## src/rtl/syn_md_trig_seq.sv

```systemverilog
// syn_md_trig_seq: turns each accepted sync-modulation edge into a delayed
// burst of trigger pulses with programmable width, period and count. It also
// flags sync edges that arrive mid-sequence and counts accepted edges.
module syn_md_trig_seq #(
    parameter int CNT_W = 16,
    parameter int NUM_W = 8
) (
    input  logic             clkin,
    input  logic             rst_n,
    input  logic             syn_md_out_en,
    input  logic             arm,
    input  logic [CNT_W-1:0] delay_cnt,
    input  logic [CNT_W-1:0] width_cnt,
    input  logic [CNT_W-1:0] period_cnt,
    input  logic [NUM_W-1:0] burst_num,
    output logic             trig_out,
    output logic             busy,
    output logic             done,
    output logic             ovr_err,
    output logic [CNT_W-1:0] edge_cnt
);

    typedef enum logic [2:0] {
        IDLE  = 3'd0,
        DELAY = 3'd1,
        HIGH  = 3'd2,
        LOW   = 3'd3,
        DONE  = 3'd4
    } state_t;

    state_t             r_state;
    logic [CNT_W-1:0]   r_cnt;
    logic [NUM_W-1:0]   r_pulse;
    logic [CNT_W-1:0]   r_width;
    logic [CNT_W-1:0]   r_low;
    logic [NUM_W-1:0]   r_burst;
    logic               r_trig;
    logic               r_busy;
    logic               r_done;
    logic               r_ovr;
    logic [CNT_W-1:0]   r_edgeCnt;

    state_t             w_stateNext;
    logic [CNT_W-1:0]   w_cntNext;
    logic [NUM_W-1:0]   w_pulseNext;
    logic               w_accept;
    logic               w_overrun;
    logic [CNT_W-1:0]   w_inWidth;
    logic [CNT_W-1:0]   w_inLow;
    logic [NUM_W-1:0]   w_inBurst;

    // Effective high time, low gap and pulse count derived from the live
    // inputs; these are what get captured into the shadow registers.
    assign w_inWidth = (width_cnt == '0) ? CNT_W'(1) : width_cnt;
    assign w_inLow   = (period_cnt > w_inWidth) ? (period_cnt - w_inWidth) : CNT_W'(1);
    assign w_inBurst = (burst_num == '0) ? NUM_W'(1) : burst_num;

    // Next-state, working-counter and pulse-counter logic; the working
    // counter holds the remaining cycles of the current state minus one.
    always_comb begin
        w_stateNext = r_state;
        w_cntNext   = r_cnt;
        w_pulseNext = r_pulse;
        w_accept    = 1'b0;
        w_overrun   = 1'b0;
        if (!arm) begin
            w_stateNext = IDLE;
            w_cntNext   = '0;
            w_pulseNext = '0;
        end else begin
            w_overrun = syn_md_out_en && (r_state != IDLE);
            case (r_state)
                IDLE: begin
                    if (syn_md_out_en) begin
                        w_accept = 1'b1;
                        if (delay_cnt != '0) begin
                            w_stateNext = DELAY;
                            w_cntNext   = delay_cnt - CNT_W'(1);
                        end else begin
                            w_stateNext = HIGH;
                            w_cntNext   = w_inWidth - CNT_W'(1);
                            w_pulseNext = NUM_W'(1);
                        end
                    end
                end
                DELAY: begin
                    if (r_cnt == '0) begin
                        w_stateNext = HIGH;
                        w_cntNext   = r_width - CNT_W'(1);
                        w_pulseNext = NUM_W'(1);
                    end else begin
                        w_cntNext = r_cnt - CNT_W'(1);
                    end
                end
                HIGH: begin
                    if (r_cnt == '0) begin
                        if (r_pulse == r_burst) begin
                            w_stateNext = DONE;
                            w_cntNext   = '0;
                        end else begin
                            w_stateNext = LOW;
                            w_cntNext   = r_low - CNT_W'(1);
                        end
                    end else begin
                        w_cntNext = r_cnt - CNT_W'(1);
                    end
                end
                LOW: begin
                    if (r_cnt == '0) begin
                        w_stateNext = HIGH;
                        w_cntNext   = r_width - CNT_W'(1);
                        w_pulseNext = r_pulse + NUM_W'(1);
                    end else begin
                        w_cntNext = r_cnt - CNT_W'(1);
                    end
                end
                DONE: begin
                    w_stateNext = IDLE;
                    w_cntNext   = '0;
                    w_pulseNext = '0;
                end
                default: begin
                    w_stateNext = IDLE;
                    w_cntNext   = '0;
                    w_pulseNext = '0;
                end
            endcase
        end
    end

    // State, counters and registered outputs; outputs are decoded from the
    // next state so they line up with the state they describe.
    always_ff @(posedge clkin or negedge rst_n) begin
        if (!rst_n) begin
            r_state   <= IDLE;
            r_cnt     <= '0;
            r_pulse   <= '0;
            r_trig    <= 1'b0;
            r_busy    <= 1'b0;
            r_done    <= 1'b0;
        end else begin
            r_state   <= w_stateNext;
            r_cnt     <= w_cntNext;
            r_pulse   <= w_pulseNext;
            r_trig    <= (w_stateNext == HIGH);
            r_busy    <= (w_stateNext != IDLE);
            r_done    <= (w_stateNext == DONE);
        end
    end

    // Shadow copies of the burst fields, captured only when an edge is
    // accepted so the running burst ignores later input changes.
    always_ff @(posedge clkin or negedge rst_n) begin
        if (!rst_n) begin
            r_width <= '0;
            r_low   <= '0;
            r_burst <= '0;
        end else if (w_accept) begin
            r_width <= w_inWidth;
            r_low   <= w_inLow;
            r_burst <= w_inBurst;
        end
    end

    // Accepted-edge counter and sticky overrun flag; disarming clears the
    // flag but leaves the counter untouched.
    always_ff @(posedge clkin or negedge rst_n) begin
        if (!rst_n) begin
            r_edgeCnt <= '0;
            r_ovr     <= 1'b0;
        end else if (!arm) begin
            r_ovr     <= 1'b0;
        end else begin
            if (w_accept) begin
                r_edgeCnt <= r_edgeCnt + CNT_W'(1);
            end
            if (w_overrun) begin
                r_ovr <= 1'b1;
            end
        end
    end

    assign trig_out = r_trig;
    assign busy     = r_busy;
    assign done     = r_done;
    assign ovr_err  = r_ovr;
    assign edge_cnt = r_edgeCnt;

endmodule

```

## config.mk

```make
export PLATFORM = sky130hd
export DESIGN_NAME = syn_md_trig_seq
export DESIGN_NICKNAME = d
export VERILOG_FILES = /design/src/rtl/syn_md_trig_seq.sv
export SDC_FILE = /design/constraint.sdc
export NUM_CORES = 1
export LEC_CHECK = 0
export ABC_AREA = 1
export CORE_MARGIN = 10
export CORE_UTILIZATION = 57
export DETAILED_ROUTE_END_ITERATION = 8
export GPL_ROUTABILITY_DRIVEN = 1
export HOLD_SLACK_MARGIN = 0.03
export PLACE_DENSITY_LB_ADDON = 0.1
export SYNTH_ARGS = -nofsm -noshare
export SYNTH_HDL_FRONTEND = slang
export SYNTH_SLANG_ARGS = --single-unit
export TNS_END_PERCENT = 10
```

## constraint.sdc

```tcl
create_clock -name clkin -period 2.8 [get_ports clkin]
set_clock_uncertainty 0.2 [all_clocks]
set_input_delay 0.56 -clock clkin [delete_from_list [all_inputs] [get_ports clkin]]
set_output_delay 0.56 -clock clkin [all_outputs]
set_load 0.02 [all_outputs]
```

## Yosys cells after proc, flatten, opt, wreduce, memory -nomap -nowiden

Index checks and enable logic that the tools add are counted.

- Output and inout bits: 20
- Register bits: 87
- Bits of input ports: 60
- Logic and storage cells: 72

- $add $sub $neg: 8
- Reduce and logical (&&, ||, !) cells: 11
- Magnitude comparators: 1
- Multiplexer cells: 29
- Eq/ne operators: 12

Operator list:

| cell | number |
|---|---|
| 2-to-1 mux 16 bit | 8 |
| subtractor 16 x 1 -> 16 bit, second input constant | 5 |
| 2-to-1 mux 8 bit | 6 |
| one-hot mux 16 bit (3 select lines) | 1 |
| zero test 16 bit | 2 |
| one-hot mux 8 bit (4 select lines) | 1 |
| adder 16 x 1 -> 16 bit, second input constant | 1 |
| > comparator 16 bit | 1 |
| nonzero test 16 bit | 1 |
| subtractor 16 bit | 1 |
| 2-to-1 mux 3 bit | 5 |
| inequality test 3 bit, second input constant | 4 |
| == test 3 x 2 -> 1 bit, second input constant | 3 |
| one-hot mux 3 bit (3 select lines) | 1 |
| adder 8 x 1 -> 8 bit, second input constant | 1 |
| == test 8 bit | 1 |
| zero test 8 bit | 1 |
| 2-to-1 mux 1 bit | 6 |
| nonzero test 3 bit | 2 |
| AND reduction 5 bit | 1 |
| == test 3 x 1 -> 1 bit, second input constant | 1 |
| == test 3 bit, second input constant | 1 |
| zero test 3 bit | 1 |
| 2-to-1 mux 2 bit | 1 |
| 5 further kinds | 5 |

## Logic depth before layout (Yosys ltp)

- Depth in word-level cells: 7
- Mapped depth: 19
- Gate-level depth less buffers: 19

## Worst setup path before layout

OpenSTA, ideal clock, no wires.

- Kind: in2reg
- Start: input width_cnt[15]
- End: register r_low[10]
- Required time: 2468 ps
- Library setup time: 132 ps
- Stages on the path: 17
- Path buffers: 1
- Data arrival time: 2552 ps
- Path slack: -84 ps
- Cell sequence: nor2_1 > nand2_1 > nor2_1 > nand2_1 > nand2_1 > ha_1 > inv_1 > fa_1 > nand3_1 > nand2_1 > a21oi_1 > o21ai_1 > nand3_1 > nand2_1 > nand2_1 > buf_2 > o22ai_1

- Word-level cells in the longest chain between the ends: 4
- Elaborated cells on any way between the ends: 5
- Those cells by class: add/sub (1); order compare (1); mux (2); reduce/logical (1)

Ends and longest elaborated chain:

| item | line | RTL |
|---|---|---|
| from (decl) | 13 | `input logic [CNT_W-1:0] width_cnt,` |
| zero test 16 bit * | 54 | `assign w_inWidth = (width_cnt == '0) ? CNT_W'(1) : width_cnt;` |
| 2-to-1 mux 16 bit * | 54 |  |
| net w_inWidth[0] | 48 | `logic [CNT_W-1:0] w_inWidth;` |
| subtractor 16 bit or > comparator 16 bit (tied branches) | 55 | `assign w_inLow = (period_cnt > w_inWidth) ? (period_cnt - w_inWidth) : CNT_W'(1);` |
| 2-to-1 mux 16 bit * | 55 |  |
| to (signal assigned) | 160 | `r_low <= w_inLow;` |
| to (decl) | 35 | `logic [CNT_W-1:0] r_low;` |

Mark *: on every way through the listed nets, which the timed path passes. The rest lies on a longest branch.
A chain may end at the register's enable or synchronous reset.

## Worst setup path after layout

- Start: input width_cnt[2]
- End: register r_low[7]

The elaborated chain is that of the path after synthesis.

==> flow_metrics.tcl <==
set metrics [dict create \
    status "finished clean" \
    clockBufferDepth 2 \
    worst_pin_slew_ns 1.25 \
    final_cell_mix "nand2_1, inv_1, buf_4" \
    report.final.slew_viol_count 0 \
    rows 39 \
    grt_pass1_wl_um 35400 \
    cts.sinks 87 \
    cts_tree "done" \
    yosys_warnings 0 \
    power_mw 4.58 \
    netlist_top_cells_area "dfrtp_1, nand2_1, inv_1" \
    synth_compound_area_share_pct 11.0 \
    io_buffer_count 79 \
    grt_start_max_net_pins 50 \
    setup_viol 0 \
    synth_xor_area_share_pct 7.52 \
    fin_util_pct 78.0 \
    hold_viol 0 \
    powerDensity_nw_per_um2 513 \
    fillers 884 \
    fin_setup_tns_ns 0 \
    first_pass_iters 7 \
    placed_cell_area_um2 8330 \
    drc 0 \
    cts_buffers 9 \
    multi_input_area_um2 4070 \
    syn_to_final_growth_pct 34.3 \
    synth_top_family_by_area "simple AND/OR/NAND/NOR gates" \
    regArea_um2 2180 \
    holdWs_ns 0.298 \
    synth-seq-cells 87 \
    io_pins 80 \
    syn_nets 1066 \
    cp-end-kind "flip-flop" \
    leakagePower_nw 4.47 \
    drtIter0Drc 741 \
    yosys.area_share.adder_pct 4.45 \
    max_freq_mhz 360 \
    gr-total-overflow 0 \
    dp.cells 1293 \
    clock_tree.root_cell "clkbuf_16" \
    dr_total_vias 7372 \
    async_flop_share_pct 100 \
    worst_setup_path_start_kind "input pin" \
    core_region_area_um2 11400 \
    synth_cell_types 42 \
    seq_area_frac_synth_pct 32.8 \
    grt_pass1_vias 7235 \
    clock_latency_ns 0.35 \
    pre_cts_ws_ns -0.771 \
    chipHeight_um 128 \
    synth_area_um2 6640 \
    routed_wirelength_um 22100 \
    start_util_pct 58.1 \
    design.die.area_um2 16400 \
    die_w_um 128 \
    synth_simple_gate_area_share_pct 35.5 \
    htreeDepth 3 \
    synth_cells 983 \
    gp_congestion 1.06 \
    cp.arrival_ns 2.80 \
    ir_worst_vdd_v 0.000453 \
    fin_nets 1256 \
    antenna_found_initial 0 \
    finish.instance_area_um2 8910 \
    fin_cells 1321 \
    wl_per_cell_um 16.8 \
    antenna_cells 0 \
    cts.clk_slew.worst_paths_ns 0.07 \
    ant_nets 0 \
    period_minus_slack_ns 2.78 \
    place_hpwl_um 16500 \
    synthFlopType "dfrtp_1" \
    setup_ws_ns 0.0215 \
    crit_type "in -> reg" \
    crit_path_max_fanout 4 \
    grt_use_total_pct 26.6 \
    layout-drive-gt1-share_pct 18.0 \
    drt-vias-per-instance 5.58 \
    maxSlewHeadroom_pct 16.6 \
    hp-class "reg -> reg" \
    synth_edf_count 0 \
    maxCapViolations 0 \
    fin_crit_sh_pct 99.2 \
    yosysTopAreaCell "dfrtp_1" \
    synth_top_area_share_pct 32.8 \
    layout_commonest_cell "nand2_1" \
    syn_area_per_cell_um2 6.75 \
    critPathRequiredTime_ns 2.82 \
    synth_mux_area_share_pct 0 \
]
state kept, by name, indices dropped and copies added (netlist names):
name      count
r_width      16
r_state       3
done          1
edge_cnt     16
r_low        16
busy          1
r_cnt        16
trig_out      1
ovr_err       1
r_burst       8
r_pulse       8
power by group:
group          internal [mW]  total, mW  leakage, nW  switching [mW]
logic                  0.690       1.67         3.19           0.980
registers               1.45       1.64         1.13           0.195
clock network          0.707       1.26        0.146           0.558
total                   2.84       4.58         4.47            1.73
logic make-up after synthesis:
kind of cell,Yosys count
XOR/XNOR,57
adder cells (fa/ha/maj),23
AO/OA/AOI/OAI,137
buffers and inverters,149
flip-flops,87
AND/OR/NAND/NOR,530
repair_timing:
| action | in CTS | in global routing |
|---|---|---|
| buffers inserted | 9 | 2 |
| hold endpoints to repair | 38 | 0 |
| hold buffers | 1 | 0 |
| pin swaps | 19 | 31 |
| setup endpoints to repair | 19 | 28 |
| gates resized for setup | 36 | 50 |
per-layer routing:
| layer | track usage (%) | share of wire [%] | vias to the layer above |
|---|---|---|---|
| li1 | - | - | 3537 |
| met1 | 32.8 | 40 | 3357 |
| met2 | 42.6 | 46 | 394 |
| met3 | 5.58 | 8.6 | 84 |
| met4 | 14.6 | 4.8 | 0 |
| met5 | 0 | 0 | - |
path summary, 6_finish.rpt:
check                             start           end  slack, ns  cells past startpoint
min reg2reg                 edge_cnt[7]   edge_cnt[7]       0.30                      1
max                        width_cnt[2]      r_low[7]       0.02                     15
min                         edge_cnt[7]   edge_cnt[7]       0.30                      1
max in group asynchronous         rst_n  edge_cnt[10]       1.21                      3
min in group asynchronous         rst_n     r_cnt[12]       0.54                      2
max reg2reg                    r_cnt[0]     r_cnt[11]       0.27                     13
synthesized netlist by cell type (all sizes together), types with 7 or more instances:
| library cell | number |
|---|---|
| dfrtp | 87 |
| xnor2 | 24 |
| nand2 | 287 |
| o22ai | 10 |
| or2 | 8 |
| ha | 22 |
| nor3 | 17 |
| xor2 | 33 |
| nor2 | 112 |
| o21ai | 78 |
| nand3 | 83 |
| inv | 132 |
| clkbuf | 9 |
| nand4 | 14 |
| buf | 7 |
| a21oi | 35 |
layout make-up:
| cell class | count | area share, % |
|---|---|---|
| well taps | 143 | 2.01 |
| inverters | 133 | 5.64 |
| repair buffers | 195 | 18.9 |
| multi-input cells | 747 | 45.6 |
| clock buffers | 10 | 2.57 |
| flip-flops and latches | 87 | 24.4 |
| clock inverters | 6 | 0.842 |
worst max-delay path, stage by stage:
cell	delay, ns
dlygate4sd2_1	0.28
nor2_1	0.09
nand2_1	0.11
nor2_2	0.07
nand2_4	0.08
nand2_4	0.06
ha_4	0.16
buf_4	0.12
buf_4	0.12
o21ai_1	0.22
a21oi_1	0.14
o21ai_1	0.31
buf_4	0.18
xnor2_1	0.17
o22ai_2	0.13
(Power assumes the default switching activity.)
